[config.mk]
export PLATFORM = sky130hd
export DESIGN_NAME = pnu_regbank_arbiter
export DESIGN_NICKNAME = d
export VERILOG_FILES = /design/src/rtl/pnu_regbank_pkg.sv /design/src/rtl/pnu_regbank_arbiter_rr_pick.sv /design/src/rtl/pnu_regbank_arbiter.sv
export SDC_FILE = /design/constraint.sdc
export NUM_CORES = 1
export LEC_CHECK = 0
export CAP_MARGIN = 10
export CORE_MARGIN = 5
export CORE_UTILIZATION = 37
export CTS_CLUSTER_DIAMETER = 40
export CTS_CLUSTER_SIZE = 10
export DETAILED_ROUTE_END_ITERATION = 16
export HOLD_SLACK_MARGIN = 0.08
export PLACE_DENSITY = 0.76
export SLEW_MARGIN = 20
export SYNTH_ARGS = -nofsm -noshare
export SYNTH_HDL_FRONTEND = slang
export SYNTH_SLANG_ARGS = --single-unit
[constraint.sdc]
create_clock -name CLK -period 1.5 [get_ports CLK]
set_input_delay 0.15 -clock CLK [delete_from_list [all_inputs] [get_ports CLK]]
set_output_delay 0.15 -clock CLK [all_outputs]
set_load 0.03 [all_outputs]
[src/rtl/pnu_regbank_pkg.sv]
// Shared types and constants for the register-bank arbiter.
// Holds the FSM state enum, default sizes and a clog2 helper.
package pnu_regbank_pkg;

   typedef enum logic [1:0] {
      ST_IDLE,
      ST_GRANT,
      ST_EXEC,
      ST_DONE
   } state_t;

   localparam int DEF_N_REQ = 3;
   localparam int DEF_W     = 4;
   localparam int DEF_N_REG = 4;

   function automatic int clog2(input int v);
      int r;
      r = 0;
      for (int i = 0; i < 31; i++) begin
         if ((1 << i) < v) begin
            r = i + 1;
         end
      end
      return r;
   endfunction

endpackage

[src/rtl/pnu_regbank_arbiter_rr_pick.sv]
// Combinational round-robin picker.
// Ports: req (request levels), ptr (highest-priority index),
// win (one-hot winner), win_idx (winner index).
module pnu_rr_pick #(
   parameter int N  = 3,
   parameter int PW = 2
) (
   input  logic [N-1:0]  req,
   input  logic [PW-1:0] ptr,
   output logic [N-1:0]  win,
   output logic [PW-1:0] win_idx
);

   logic found;

   // Scan priorities ptr, ptr+1, ... (wrapping); first hit wins.
   always_comb begin
      win     = '0;
      win_idx = '0;
      found   = 1'b0;
      for (int k = 0; k < N; k++) begin
         for (int j = 0; j < N; j++) begin
            if (!found && req[j] &&
                (j == (int'(ptr) + k) % N)) begin
               found   = 1'b1;
               win[j]  = 1'b1;
               win_idx = PW'(j);
            end
         end
      end
   end

endmodule

[src/rtl/pnu_regbank_arbiter.sv]
// Round-robin arbiter/sequencer sharing a bank of CE registers.
// Ports: CLK, RST (async high); req/we/addr/wdata per requester;
// gnt (one-hot), ack (done pulse), rdata (last read result);
// reg_ce/reg_din drive the bank, reg_dout reads it back.
module pnu_regbank_arbiter
   import pnu_regbank_pkg::*;
#(
   parameter int N_REQ = DEF_N_REQ,
   parameter int W     = DEF_W,
   parameter int N_REG = DEF_N_REG,
   parameter int AW    = clog2(N_REG)
) (
   input  logic               CLK,
   input  logic               RST,
   input  logic [N_REQ-1:0]   req,
   input  logic [N_REQ-1:0]   we,
   input  logic [N_REQ*AW-1:0] addr,
   input  logic [N_REQ*W-1:0] wdata,
   output logic [N_REQ-1:0]   gnt,
   output logic               ack,
   output logic [W-1:0]       rdata,
   output logic [N_REG-1:0]   reg_ce,
   output logic [W-1:0]       reg_din,
   input  logic [N_REG*W-1:0] reg_dout
);

   localparam int PW = clog2(N_REQ);

   state_t             state_q, state_d;
   logic [N_REQ-1:0]   gnt_q, gnt_d;
   logic               ack_q, ack_d;
   logic [W-1:0]       rdata_q, rdata_d;
   logic [PW-1:0]      ptr_q, ptr_d;
   logic [PW-1:0]      widx_q, widx_d;
   logic               we_q, we_d;
   logic [AW-1:0]      addr_q, addr_d;
   logic [W-1:0]       wdata_q, wdata_d;

   logic [N_REQ-1:0]   win;
   logic [PW-1:0]      win_idx;
   logic               req_sel;
   logic               we_sel;
   logic [AW-1:0]      addr_sel;
   logic [W-1:0]       wdata_sel;
   logic [W-1:0]       dout_sel;

   pnu_rr_pick #(
      .N  (N_REQ),
      .PW (PW)
   ) u_pick (
      .req     (req),
      .ptr     (ptr_q),
      .win     (win),
      .win_idx (win_idx)
   );

   // Per-winner input slices and bank read mux.
   always_comb begin
      req_sel   = 1'b0;
      we_sel    = 1'b0;
      addr_sel  = '0;
      wdata_sel = '0;
      for (int i = 0; i < N_REQ; i++) begin
         if (widx_q == PW'(i)) begin
            req_sel   = req[i];
            we_sel    = we[i];
            addr_sel  = addr[i*AW +: AW];
            wdata_sel = wdata[i*W +: W];
         end
      end
      dout_sel = '0;
      for (int j = 0; j < N_REG; j++) begin
         if (addr_q == AW'(j)) begin
            dout_sel = reg_dout[j*W +: W];
         end
      end
   end

   always_comb begin
      state_d = state_q;
      gnt_d   = gnt_q;
      ack_d   = ack_q;
      rdata_d = rdata_q;
      ptr_d   = ptr_q;
      widx_d  = widx_q;
      we_d    = we_q;
      addr_d  = addr_q;
      wdata_d = wdata_q;
      unique case (state_q)
         ST_IDLE: begin
            if (|req) begin
               gnt_d   = win;
               widx_d  = win_idx;
               state_d = ST_GRANT;
            end
         end
         ST_GRANT: begin
            we_d    = we_sel;
            addr_d  = addr_sel;
            wdata_d = wdata_sel;
            // Winner withdrew: abort without touching ptr.
            if (req_sel) begin
               state_d = ST_EXEC;
            end else begin
               gnt_d   = '0;
               state_d = ST_IDLE;
            end
         end
         ST_EXEC: begin
            if (!we_q) begin
               rdata_d = dout_sel;
            end
            ack_d   = 1'b1;
            state_d = ST_DONE;
         end
         ST_DONE: begin
            ack_d   = 1'b0;
            gnt_d   = '0;
            ptr_d   = (widx_q == PW'(N_REQ - 1)) ?
                      '0 : widx_q + 1'b1;
            state_d = ST_IDLE;
         end
         default: state_d = ST_IDLE;
      endcase
   end

   always_ff @(posedge CLK or posedge RST) begin
      if (RST) begin
         state_q <= ST_IDLE;
         gnt_q   <= '0;
         ack_q   <= 1'b0;
         rdata_q <= '0;
         ptr_q   <= '0;
         widx_q  <= '0;
         we_q    <= 1'b0;
         addr_q  <= '0;
         wdata_q <= '0;
      end else begin
         state_q <= state_d;
         gnt_q   <= gnt_d;
         ack_q   <= ack_d;
         rdata_q <= rdata_d;
         ptr_q   <= ptr_d;
         widx_q  <= widx_d;
         we_q    <= we_d;
         addr_q  <= addr_d;
         wdata_q <= wdata_d;
      end
   end

   // Decoded from flops only, so reset cuts a pulse at once.
   always_comb begin
      reg_ce = '0;
      if (state_q == ST_EXEC && we_q) begin
         for (int j = 0; j < N_REG; j++) begin
            if (addr_q == AW'(j)) begin
               reg_ce[j] = 1'b1;
            end
         end
      end
   end

   assign reg_din = wdata_q;
   assign gnt     = gnt_q;
   assign ack     = ack_q;
   assign rdata   = rdata_q;

endmodule
# Yosys cells after proc, flatten, opt, wreduce, memory -nomap -nowiden
# Index checks and enable logic that the tools add are counted.
[totals]
regBits = 21
[op_classes]
div = 3
add_sub_neg = 3
eq_ne = 16
muxes = 53
reduce_logical = 38
bitwise_logic = 1
[ops]
columns = ["op", "n"]
rows = [
  ["2-bit by 32-bit == test with 1-bit output, first input constant", 3],
  ["3-bit by 32-bit == test with 1-bit output, first input constant", 3],
  ["32-bit zero test", 3],
  ["32-bit by 3-bit remainder unit with 32-bit output, second input constant", 2],
  ["3-bit by 3-bit remainder unit with 32-bit output, second input constant", 1],
  ["4-bit two-way mux", 8],
  ["1-bit two-way mux", 27],
  ["2-bit two-way mux", 13],
  ["1-bit logical AND", 18],
  ["2-bit == test, second input constant", 5],
  ["3-bit one-hot mux with 3 select lines", 1],
  ["1-bit zero test", 8],
  ["2-bit one-hot mux with 4 select lines", 1],
  ["2-bit by 1-bit == test with 1-bit output, second input constant", 3],
  ["2-bit zero test", 3],
  ["3-bit two-way mux", 2],
  ["2-bit inequality test, second input constant", 2],
  ["2-bit AND reduction", 2],
  ["2-bit by 1-bit adder with 3-bit output, second input constant", 1],
  ["2-bit by 2-bit adder with 3-bit output, second input constant", 1],
  ["3-bit AND reduction", 1],
  ["3-bit nonzero test", 1],
  ["3-bit OR reduction", 1],
  ["2-bit by 1-bit adder with 2-bit output, second input constant", 1],
  ["3 further kinds", 3],
]

# Logic depth before layout (Yosys ltp)
# Gate-level depths: netlist of run 1.
[depth]
depth_word = 38
depth_mapped = 5

# Cells and area by module
# From an unflattened synthesis of run 1, not the netlist that was laid out.
[hier_totals]
hier_cells = 130
area_unflattened_um2 = 1282.5
[modules_own_cells]
columns = ["mod", "area_each_um2", "n_inst", "cells_per_inst", "seq_area_each_um2"]
rows = [
  ["pnu_regbank_arbiter", 1148.6, 1, 113, 525.5],
  ["pnu_rr_pick", 133.9, 1, 17, 0.0],
]

# Worst setup path after synthesis of run 1
# No wires, ideal clock.
[synth_path]
path_type = "flip-flop to output port"
start = "register with a tool-made name"
end = "output reg_ce[1]"
path_stages_with_launch = 4
setup_slack_ns = -0.114
n_path_buf = 0
arrival_time_ns = 1.464
path_cell_list = "dfrtp_1 -> nor2b_1 -> nand2_1 -> nor3b_1"
[synth_lines]
columns = ["item", "line", "text"]
rows = [
  ["to (decl)", "pnu_regbank_arbiter.sv:22", "output logic [N_REG-1:0] reg_ce,"],
]

# Worst setup path after layout of run 1
[layout_path]
start = "register state_q[0]"
end = "output reg_ce[1]"
[layout_via]
elab_chain_cells = 3
[layout_lines]
columns = ["item", "line", "text"]
rows = [
  ["from (decl)", "pnu_regbank_arbiter.sv:29", "state_t state_q, state_d;"],
  ["from (signal assigned)", "pnu_regbank_arbiter.sv:139", "state_q <= state_d;"],
  ["2-bit == test", "pnu_regbank_arbiter.sv:154", "if (state_q == ST_EXEC && we_q) begin"],
  ["1-bit logical AND", "pnu_regbank_arbiter.sv:154", ""],
  ["4-bit two-way mux", "pnu_regbank_arbiter.sv:154", ""],
]
# Every way passes these cells.

==> run metrics, run 1 <==
hpwl dp=2734 µm; Least-Margin Pin Slew=0.3492 ns; pre-CTS setup slack=0.02311 ns; via count=1160; average size of a mapped cell=between 10 and 15 µm²; relative slew slack=0.7659; Yosys top cell by area=dfrtp_1; post-detailed-route count of antenna-violating nets=0; WL/cell=14.91 µm; Syn Inst Count=~120; total track usage=0.1594; drt first-iter violations=23; worst hold path type=in2async; port buffer count=57; Rows=21; combinational family with the most area after synthesis=multiplexers; first-pass GRT wire length=5568 µm; I/O pin count=58; multiplexer share of the synthesized area=0.1908; Slew Limit Fails=0; DRC Markers=0; r2r startpoint=state_q[0]$_DFFE_PP0P_; Setup CP Type=reg2out; initial antenna violation count=0; setup violators final=0; Die ar.=4649 µm²; largest cells by area after synthesis=dfrtp_1 42%, mux4_2 7.2%, mux2_2 6.3%, a22oi_1 4.8%, mux2_4 4.8%; n_diodes=0; Crit path required time=1.35 ns; placer's final routability congestion estimate=between 0.7 and 0.8; max_cap viols=0; maximum vdd drop=697.9 µV; Pwr per Cell Area=between 1500 and 2000 nW/µm²; H-tree depth=1; post-synthesis compound-gate area fraction=0.1898; Util after Layout=0.6047; Fin Setup TNS=0 ns; Layout area overhead=59.84%; Clock Skew=around 0.0056 ns; XOR/XNOR Fraction of Synth Area=0; cts bufs inserted=3; Crit Path Max Fanout=3; largest net degree at the start of global routing=22; crit path DAT=1.34 ns; post-synthesis sequential area ratio=0.4196; final count of hold timing violations=0; DRT Pass-1 Iters=6; Adder-Cell Fraction of Synth Area=0.01998; Final Cycle Share=0.9902; vias in the first global route=1233; Initial Util=0.3783; f_max=approximately 670 MHz; Fill cells=315; RSZ-0062 raised after global routing=yes; Seq cells post-synth=21; CTS max path bufs=2; P_leak=just under 0.9 nW; crit end category=output pin; die height=68.18 µm; Worst-Skew Late Latency=0.31 ns; hold-fix buffers at CTS=0; CP Launch Point=state_q[0]$_DFFE_PP0P_; fraction of layout cells with a size suffix above 1=0.2732; Unique masters post-synth=36; status=finished clean; Final Critical Period=1.485 ns; Overall Power=~3.6 mW; CP startpoint kind=flop; syn_nets=162; nets=228; Clock transition at path regs=roughly 0.12 ns; Final WS setup=0.01470 ns; total wire length=3414 µm; Sinks on Clock Net=21; die width=68.18 µm; Post-Synth Simple-Gate Area=0.1389; root buf cell=clkbuf_4; Synth top area share=0.4196; via/cell ratio=5.066; grt ovf=0; Core Footprint=3311 µm²; Syn. warnings=0; TritonCTS clock tree=yes; Post-Syn Area=1252 µm²
## cells in the final DEF (no fill, tap or decap), types with 2 or more instances in the layout
cell type        count
buf_4               12
mux4_2               4
o22ai_1              2
nor3b_2              2
inv_1                6
or2_2                3
clkbuf_4             3
mux2_2               7
o211ai_1             2
dfrtp_2              3
o21ai_0              9
mux2_4               4
a22oi_1              8
o21ai_1              5
nor3_2               2
nand2_1             12
dfrtp_1             18
nand2b_1             2
dlymetal6s2s_1       3
dlygate4sd2_1        9
clkdlybuf4s50_1     41
a21oi_1              3
## Yosys cell counts
master / n
a21oi_1: 4
nand4bb_1: 1
nand3b_1: 1
clkbuf_1: 1
buf_1: 1
a21o_1: 1
buf_2: 2
inv_1: 6
nand2b_1: 3
buf_6: 1
nor2_1: 1
mux4_2: 4
mux2_4: 4
nor2b_1: 3
o21ba_2: 1
a22oi_1: 8
nor3_2: 1
and4_2: 1
nor3b_1: 2
o2bb2ai_1: 1
o22ai_1: 2
o21ai_1: 3
nor3_1: 1
mux2_2: 7
o211ai_1: 2
o32ai_1: 1
nand2_1: 13
nor2_2: 1
o21ai_0: 11
ha_1: 2
or2_2: 3
mux2i_1: 1
o311a_1: 1
o31ai_1: 1
o21a_1: 1
dfrtp_1: 21
## worst max-delay path, stage by stage, from the launching register on
cell,delay [ns]
dfrtp_1,0.43
nor2b_4,0.15
nand2_2,0.10
nor3b_2,0.17
buf_4,0.18
## power by group
part / switching, mW / internal [mW]
combinational: 1.09 / 1.09
clock: 0.169 / 0.104
sequential: 0.262 / 0.839
total: 1.52 / 2.03
## stage by stage
| step | hold WS [ns] | cells | area [µm²] |
|---|---|---|---|
| finish | 0.1556 | 229 | 2002 |
| global route | 0.1721 | 229 | 2002 |
| CTS | 0.1617 | 228 | 1949 |
| detailed placement | 0.4862 | 221 | 1879 |
| global placement | 0.4685 | 221 | 1879 |
| floorplan | 0.1265 | 118 | 1252 |
## logic make-up after synthesis
group,count (synthesis)
buffers and inverters,11
adder cells (fa/ha/maj),2
AND/OR/NAND/NOR,31
multiplexers,16
AO/OA/AOI/OAI,37
flip-flops,21
## repair_timing
action,4_1_cts,5_1_grt
resized for setup,15,13
setup endpoints to repair,15,19
setup buffers,3,1
pin swaps,1,1
## flip-flops by register name (all words and copies together) (netlist names), named ones only
register	count
rdata	4
reg_din	4
gnt	3
addr_q	2
ptr_q	2
widx_q	2
ack	1
state_q	1
we_q	1
## final timing paths
path                                          to  slack, ns  depth (start not counted)
setup / recovery                       reg_ce[1]       0.01                          4
hold / removal              rdata[3]$_DFFE_PP0P_       0.16                          3
setup reg to reg              gnt[0]$_DFFE_PP0P_       0.07                          5
hold reg to reg                  ack$_DFFE_PP0P_       0.50                          1
max in group asynchronous  addr_q[0]$_DFFE_PP0P_       1.12                          3
min in group CLK                 ack$_DFFE_PP0P_       0.50                          1
## final cells by class
class	count	area, µm²	area share
Inverter	6	22.52	0.01125
Timing Repair Buffer	66	636.9	0.3181
Sequential cell	21	529.3	0.2644
Tap cell	46	57.56	0.02875
Clock buffer	4	26.28	0.01313
Multi-Input combinational cell	86	729.5	0.3644
## per-layer routing
layer | vias up | track usage | routed length, µm
li1 | 568 | - | -
met1 | 548 | 0.1744 | 1246
met2 | 38 | 0.2828 | 1871
met3 | 6 | 0.05419 | 245
met4 | 0 | 0.05955 | 52
met5 | - | 0 | 0
Power figures use the tool's default switching activity.
==> inputs of run 2 (changes only) <==
CORE_MARGIN = 2   (was 5)
CORE_UTILIZATION = 35   (was 37)
PLACE_DENSITY = 0.72   (was 0.76)
==> run 2 against run 1 <==
Sequential share of layout area is essentially flat. Worst hold slack gained 0.33 ns. Largest cell class unchanged. First-iteration DRC count grew 48%. Highest routed layer unchanged. Combinational power shrank 6%. Sequential cell count is the same. Clock power grew 3%.
==> run metrics, run 2 (same netlist as run 1, synthesis figures left out) <==
first-pass GRT wire length=5506 µm; Pwr per Cell Area=1717 nW/µm²; Clock Skew=0.001574 ns; drt first-iter violations=34; initial antenna violation count=0; Worst-Skew Late Latency=0.31 ns; vias in the first global route=1221; total track usage=0.1690; maximum vdd drop=854.9 µV; worst hold path type=reg2reg; Util after Layout=0.5925; Placed Area=1887 µm²; port buffer count=between 50 and 60; via count=1163; Crit Path Max Fanout=7; hpwl dp=between 2000 and 3000 µm; H-tree depth=1; r2r startpoint=state_q[0]$_DFFE_PP0P_; crit end category=flop; n_diodes=0; post-route cell area=about 2000 µm²; post-detailed-route count of antenna-violating nets=0; die width=63.82 µm; final count of hold timing violations=0; Fill cells=293; cts bufs inserted=3; crit-path cells=buf_4 > nand2b_1 > nor2_2 > mux2_4; footprint of the multi-input gates=729.5 µm²; die height=63.82 µm; Top Layer Used=met4; CP Launch Point=state_q[0]$_DFFE_PP0P_; DRC Markers=0; largest net degree at the start of global routing=18; max_cap viols=0; largest stage delay on the critical path=about 0.44 ns; TritonCTS clock tree=yes; root buf cell=clkbuf_4; crit path DAT=1.68 ns; nets=228; hold path depth=2; Clock transition at path regs=0.12 ns; worst path bufs/invs=1; status=finished clean; WL met1=about 1500 µm; Rows=21; Slowest-stage cell, CP=dfrtp_2; Crit path required time=1.71 ns; CTS max path bufs=2; leading cell type in the layout, fill and taps excluded=clkdlybuf4s50_1; Worst R2R Setup Slack=0.03 ns; WL met3=267 µm; Slew Limit Fails=0; setup violators final=0; Reg2Reg Depth=4; Layout area overhead=60.34%; Core Footprint=3390 µm²; CP startpoint kind=flop; relative slew slack=0.7832; Hold Path Sink=reg_din[3]$_DFFE_PP0P_; total wire length=3226 µm; via/cell ratio=5.079; Least-Margin Pin Slew=0.3246 ns; DRT Pass-1 Iters=4; f_max=679.1 MHz; P_leak=about 0.91 nW; Final Critical Period=1.473 ns; leading cell types in the layout, fill and taps excluded=41 x clkdlybuf4s50_1, 17 x dfrtp_1, 12 x nand2_1, 11 x o21ai_0, 11 x buf_4; Sinks on Clock Net=21; Initial Util=0.3695; I/O pin count=58; placer's final routability congestion estimate=0.8591; RSZ-0062 raised after global routing=yes; register area=530.5 µm²; fraction of layout cells with a size suffix above 1=0.2787; Final Cycle Share=0.9817; Overall Power=approximately 3.4 mW; WL/cell=approximately 14 µm; worst hold start=reg_din[3]$_DFFE_PP0P_; crit-path leading delay family=flip-flops; Setup CP Type=reg2reg; R2R Path End=rdata[1]$_DFFE_PP0P_; WL met2=1440 µm; grt ovf=0; Die ar.=~4100 µm²
run 2: changes by cell type in the layout (fill, tap and decap cells not counted), moves of 2 or more:
cell            before  now
o21ai_1              5    3
o21ai_0              9   11
dlymetal6s2s_1       3    6
dlygate4sd2_1        9    6
run 2: area by class of cell:
cell class	instances	share of cell area
Clock buffer	4	0.01308
Inverter	6	0.01121
Sequential cell	21	0.2642
Tap cell	46	0.02866
Multi-Input combinational cell	86	0.3632
Timing Repair Buffer	66	0.3196
run 2: through the flow:
| stage | cells | setup slack [ns] | hold WS (ns) | setup TNS, ns |
|---|---|---|---|---|
| 2_1_floorplan | 118 | -0.1139 | 0.1265 | -0.2303 |
| 3_3_place_gp | 222 | 0.03205 | 0.3646 | 0 |
| 3_5_place_dp | 222 | 0.0005103 | 0.3761 | 0 |
| 4_1_cts | 229 | 0.001600 | 0.4987 | 0 |
| 5_1_grt | 229 | -0.04775 | 0.5304 | -0.1323 |
| 6_report | 229 | 0.02744 | 0.4874 | 0 |
run 2: per-layer routing:
| metal | track usage | vias to the layer above |
|---|---|---|
| met4 | 0.04620 | 0 |
| met3 | 0.04754 | 5 |
| met2 | 0.2760 | 57 |
| met5 | 0 | - |
| met1 | 0.2184 | 531 |
| li1 | - | 570 |
run 2: how the worst max path moves through the flow:
stage	to	slack [ns]	depth (start not counted)
finish	rdata[1]$_DFFE_PP0P_	0.03	4
floorplan	reg_ce[1]	-0.11	3
CTS	reg_din[3]	0.002	1
detailed placement	rdata[3]$_DFFE_PP0P_	0.0005	2
global route	reg_ce[2]	-0.05	4
global placement	gnt[1]$_DFFE_PP0P_	0.03	4
run 2: tightest hold or removal path, cell delays in order (launching register included):
cell and delay (ns):
dfrtp_1 0.36, nand2_1 0.05, o21ai_0 0.06
run 2: timing repair:
action / 4_1_cts / 5_1_grt
hold endpoints to repair: 4 / 0
setup endpoints to repair: 14 / 26
pin swaps: 0 / 1
buffers inserted: 2 / 0
hold buffers: 1 / 0
gates resized for setup: 14 / 15
run 2: where the power goes:
| group | switching (mW) | total, mW | leakage [nW] | internal (mW) |
|---|---|---|---|---|
| Sequential | 0.288 | 1.13 | 0.258 | 0.840 |
| Clock | 0.176 | 0.280 | 0.0150 | 0.104 |
| Combinational | 1.01 | 2.04 | 0.639 | 1.03 |
| Total | 1.47 | 3.45 | 0.913 | 1.97 |
==> RTL edit 1: new RTL, flow settings as in run 1 <==
Set the package constant `DEF_N_REG` to 3 (it was 4).
--- a/src/rtl/pnu_regbank_pkg.sv
+++ b/src/rtl/pnu_regbank_pkg.sv
@@ -13,3 +13,3 @@
    localparam int DEF_W     = 4;
-   localparam int DEF_N_REG = 4;
+   localparam int DEF_N_REG = 3;
 
Ports: changed (resized reg_ce and reg_dout); port bits go from 58 to 53. The function was not compared with the original's and may differ.
==> RTL edit 1 against run 1 <==
- final area is 5.7% lower
- sequential cell count stayed put
- combinational power is 11% lower
- sequential power hardly changed
- power is 7.4% lower
- routed wire length is 6.6% lower
- area after synthesis is 4.2% lower
- worst setup slack better by 0.0051 ns
==> RTL edit 1: results (changes against run 1) <==
- R2r endpoint: gnt[1]$_DFFE_PP0P_
- Seq/Total Area, Yosys: 0.438 (+0.0184)
- ClkCell Share: 0.0146 (+0.00145)
- Starting DRT DRC Count: 30 (+30%)
- Netlist cell types: 33 (-8.3%)
- Post-layout minimum cycle time: 1.48 ns (-0.00512 ns)
- Buffering overhead: 0.321 (+0.00328)
- Worst Hold Slack: 0.166 ns (+0.0100 ns)
- Gp weighted congestion: 0.894 (+13%)
- Lkg Pwr: 0.886 nW (about the same)
- Port Buffers: 52 (-8.8%)
- WL per Instance: 13.3 um (-11%)
- Mux cell area share after synthesis: 0.100 (-0.0907)
- Status: finished, final reports clean
- Metal2 WL: 1530 um (-18%)
- Signal buffers: 64 (-3.0%)
- Fin util: 0.613 (+0.00873)
- Layout sequential cell count: 21 (unchanged)
- Worst vdd ir: 901 uV (+29%)
- Placed inst area: 1810 um2 (-3.8%)
- Reg2Reg Setup Slack: 0.11 ns (+0.04 ns)
- Seq/total area: 0.280 (+0.0159)
- Mapped Nets: 173 (+6.8%)
- Drt first pass iters: 4 (-2)
- Multi-input combinational area share: 0.343 (-0.0218)
- FILL cells: 283 (-10%)
- GRT met1 Usage: 0.193 (+0.0190)
- Pwr Density: 1740 nW/um2 (-1.8%)
- Via density: 4.86 (-4.1%)
- First-pass GRT wire length: 5450 um (-2.1%)
- Share of layout cells above drive strength 1: 0.159 (-0.114)
- Post-route insts no fill: 239 (+4.4%)
- Worst slack, placed: -0.0254 ns (-0.0485 ns)
- Vias in the first global route: 1255 (+1.8%)
- Worst path slowest cell: dfrtp_2
RTL edit 1: timing repair:
item,4_1_cts,5_1_grt
resized for setup,9,11
pin swaps,0,1
setup buffers,1,1
setup endpoints to repair,10,13
RTL edit 1: critical path, delay by kind of cell, from the launching register on:
family | cells | cell delay [ns]
simple gates | 2 | 0.43
flops | 1 | 0.42
buf+inv | 1 | 0.18
RTL edit 1: power breakdown:
group	switching, mW	internal (mW)
combinational	1.04	0.894
sequential	0.263	0.833
clock	0.167	0.0992
total	1.47	1.83
RTL edit 1: how the worst max path moves through the flow:
stage                               endpoint  cells after the start
after floorplan                    reg_ce[1]                      2
after global placement    gnt[1]$_DFFE_PP0P_                      5
after detailed placement  gnt[1]$_DFFE_PP0P_                      5
after CTS                          reg_ce[2]                      3
after global routing               reg_ce[2]                      3
final                              reg_ce[2]                      3
==> RTL edit 2: new RTL, settings of run 1 <==
Made on the original files. `rdata_q`, `addr_q` and `wdata_q` no longer have a reset.
--- a/src/rtl/pnu_regbank_arbiter.sv
+++ b/src/rtl/pnu_regbank_arbiter.sv
@@ -131,3 +131,2 @@
          ack_q   <= 1'b0;
-         rdata_q <= '0;
          ptr_q   <= '0;
@@ -135,4 +134,2 @@
          we_q    <= 1'b0;
-         addr_q  <= '0;
-         wdata_q <= '0;
       end else begin
@@ -141,3 +138,2 @@
          ack_q   <= ack_d;
-         rdata_q <= rdata_d;
          ptr_q   <= ptr_d;
@@ -145,5 +141,9 @@
          we_q    <= we_d;
-         addr_q  <= addr_d;
-         wdata_q <= wdata_d;
       end
+   end
+
+   always_ff @(posedge CLK) begin
+      rdata_q <= rdata_d;
+      addr_q  <= addr_d;
+      wdata_q <= wdata_d;
    end
Formal check against the unedited RTL: differs if RST is asserted again (counterexample within 4 cycles, from zero or initial values and one cycle with RST high); with RST held inactive, the same outputs for 4 cycles.
==> RTL edit 2 against run 1 <==
- the run now ends with setup timing left
- sequential cell count did not move
- final area is 4.3% lower
- routed wire length down 3.0%
- synthesized cell count fell by 5.9%
- largest power group unchanged
- highest routed layer unchanged
- worst setup slack worse by 0.018 ns
- area after synthesis is 5.1% lower
- power fell by 14%
- utilization up 1.8 points
- global-route usage down 0.52 points
==> RTL edit 2: results (changes against run 1) <==
- R2r endpoint: widx_q[1]$_DFFE_PP0P_
- Worst slack, placed: 0.0398 ns (+0.0167 ns)
- Sw frac: 0.409 (-0.0193)
- Routed WL: 3310 um (-3.0%)
- Violated checks: setup timing
- Setup Viol. Count Final: 1 (+1)
- Placed inst area: 1810 um2 (-3.9%)
- Netlist cell types: 35 (-2.8%)
- GRT met1 Usage: 0.184 (+0.00919)
- CP max FO: 4 (+1)
- First-pass GRT wire length: 5150 um (-7.4%)
- Lkg Pwr: 0.836 nW (-5.5%)
- Reg2Reg Setup Slack: 0.09 ns (+0.02 ns)
- Fin worst setup slack: -0.00359 ns (-0.0183 ns)
- # Post-CTS Setup Buffers: 2 (-1)
- Detailed Place HPWL: 2670 um (-2.3%)
- Worst skew pair latency: 0.30 ns
- Post-Synthesis Cells: 111 (-5.9%)
- Synth cell count leaders: nand2_1 (14), o21ai_0 (13), dfrtp_1 (11)
- Pwr Density: 1590 nW/um2 (-10%)
- Drt first pass iters: 4 (-2)
- Total global-route track usage: 0.154 (-0.00525)
- Status: finished with violations
- Mapped Nets: 155 (-4.3%)
- FILL cells: 262 (-17%)
- Clk_skew: 0.00523 ns (-0.000418 ns)
- Reg2reg start: ptr_q[1]$_DFFE_PP0P_
- Via density: 5.04 (-0.47%)
- Worst Hold Slack: 0.132 ns (-0.0236 ns)
- Top cells by area, synth: edfxtp_1 (25%), dfrtp_1 (23%), mux4_2 (7.6%), mux2i_1 (5.9%), o21ai_0 (5.5%)
- Seq/Total Area, Yosys: 0.484 (+0.0646)
- CTS clk-pin slew, worst paths: 0.12 ns (about the same)
- Met2 Use GR: 0.272 (-0.0105)
- Share of layout cells above drive strength 1: 0.173 (-0.0998)
- Vias: 1094 (-5.7%)
- Pin count of the biggest net entering global routing: 13 (-41%)
- Placed cell count: 210 (-5.0%)
- Gp weighted congestion: 0.915 (+16%)
## RTL edit 2: cell types whose count changed after synthesis, sizes merged, moves of 6 or more
cell	change
a22oi	-6
mux2i	+6
dfrtp	-10
edfxtp	+10
mux2	-10
## RTL edit 2: critical path: stages, from the launching register on
cell,delay (ns)
dfrtp_2,0.42
and3b_2,0.27
nor3b_4,0.20
buf_6,0.15
## RTL edit 2: kinds of logic (layout without fill, tap and decap cells)
| family | after synthesis | in the layout | share of synthesized area |
|---|---|---|---|
| adders and majority gates | 2 | 2 | 0.0210 |
| buffers and inverters | 13 | 75 | 0.0474 |
| AOI/OAI and AO/OA | 31 | 31 | 0.160 |
| DFF | 21 | 21 | 0.484 |
| muxes | 12 | 12 | 0.144 |
| and+or+nand+nor | 32 | 32 | 0.143 |
## RTL edit 2: area by class of cell
cell class / instances / area share
Tap cell: 44 / 0.0287
Sequential cell: 21 / 0.302
Clock inverter: 1 / 0.00261
Clock buffer: 3 / 0.0118
Inverter: 8 / 0.0157
Multi-Input combinational cell: 77 / 0.307
Timing Repair Buffer: 63 / 0.332
## RTL edit 2: worst max path at each step
stage	start	end	slack, ns
detailed placement	ptr_q[0]$_DFFE_PP0P_	gnt[1]$_DFFE_PP0P_	0.04
CTS	state_q[0]$_DFFE_PP0P_	reg_ce[0]	-0.02
global placement	ptr_q[0]$_DFFE_PP0P_	gnt[1]$_DFFE_PP0P_	0.08
finish	state_q[0]$_DFFE_PP0P_	reg_ce[0]	-0.004
floorplan	ptr_q[0]$_DFFE_PP0P_	gnt[1]$_DFFE_PP0P_	0.12
global route	state_q[0]$_DFFE_PP0P_	reg_ce[0]	-0.08
## RTL edit 2: per-layer routing
metal  wire length (um)  part of all wire
met4                 42             0.013
met1               1320              0.40
met5                  0                 0
met3                249             0.075
met2               1700              0.51
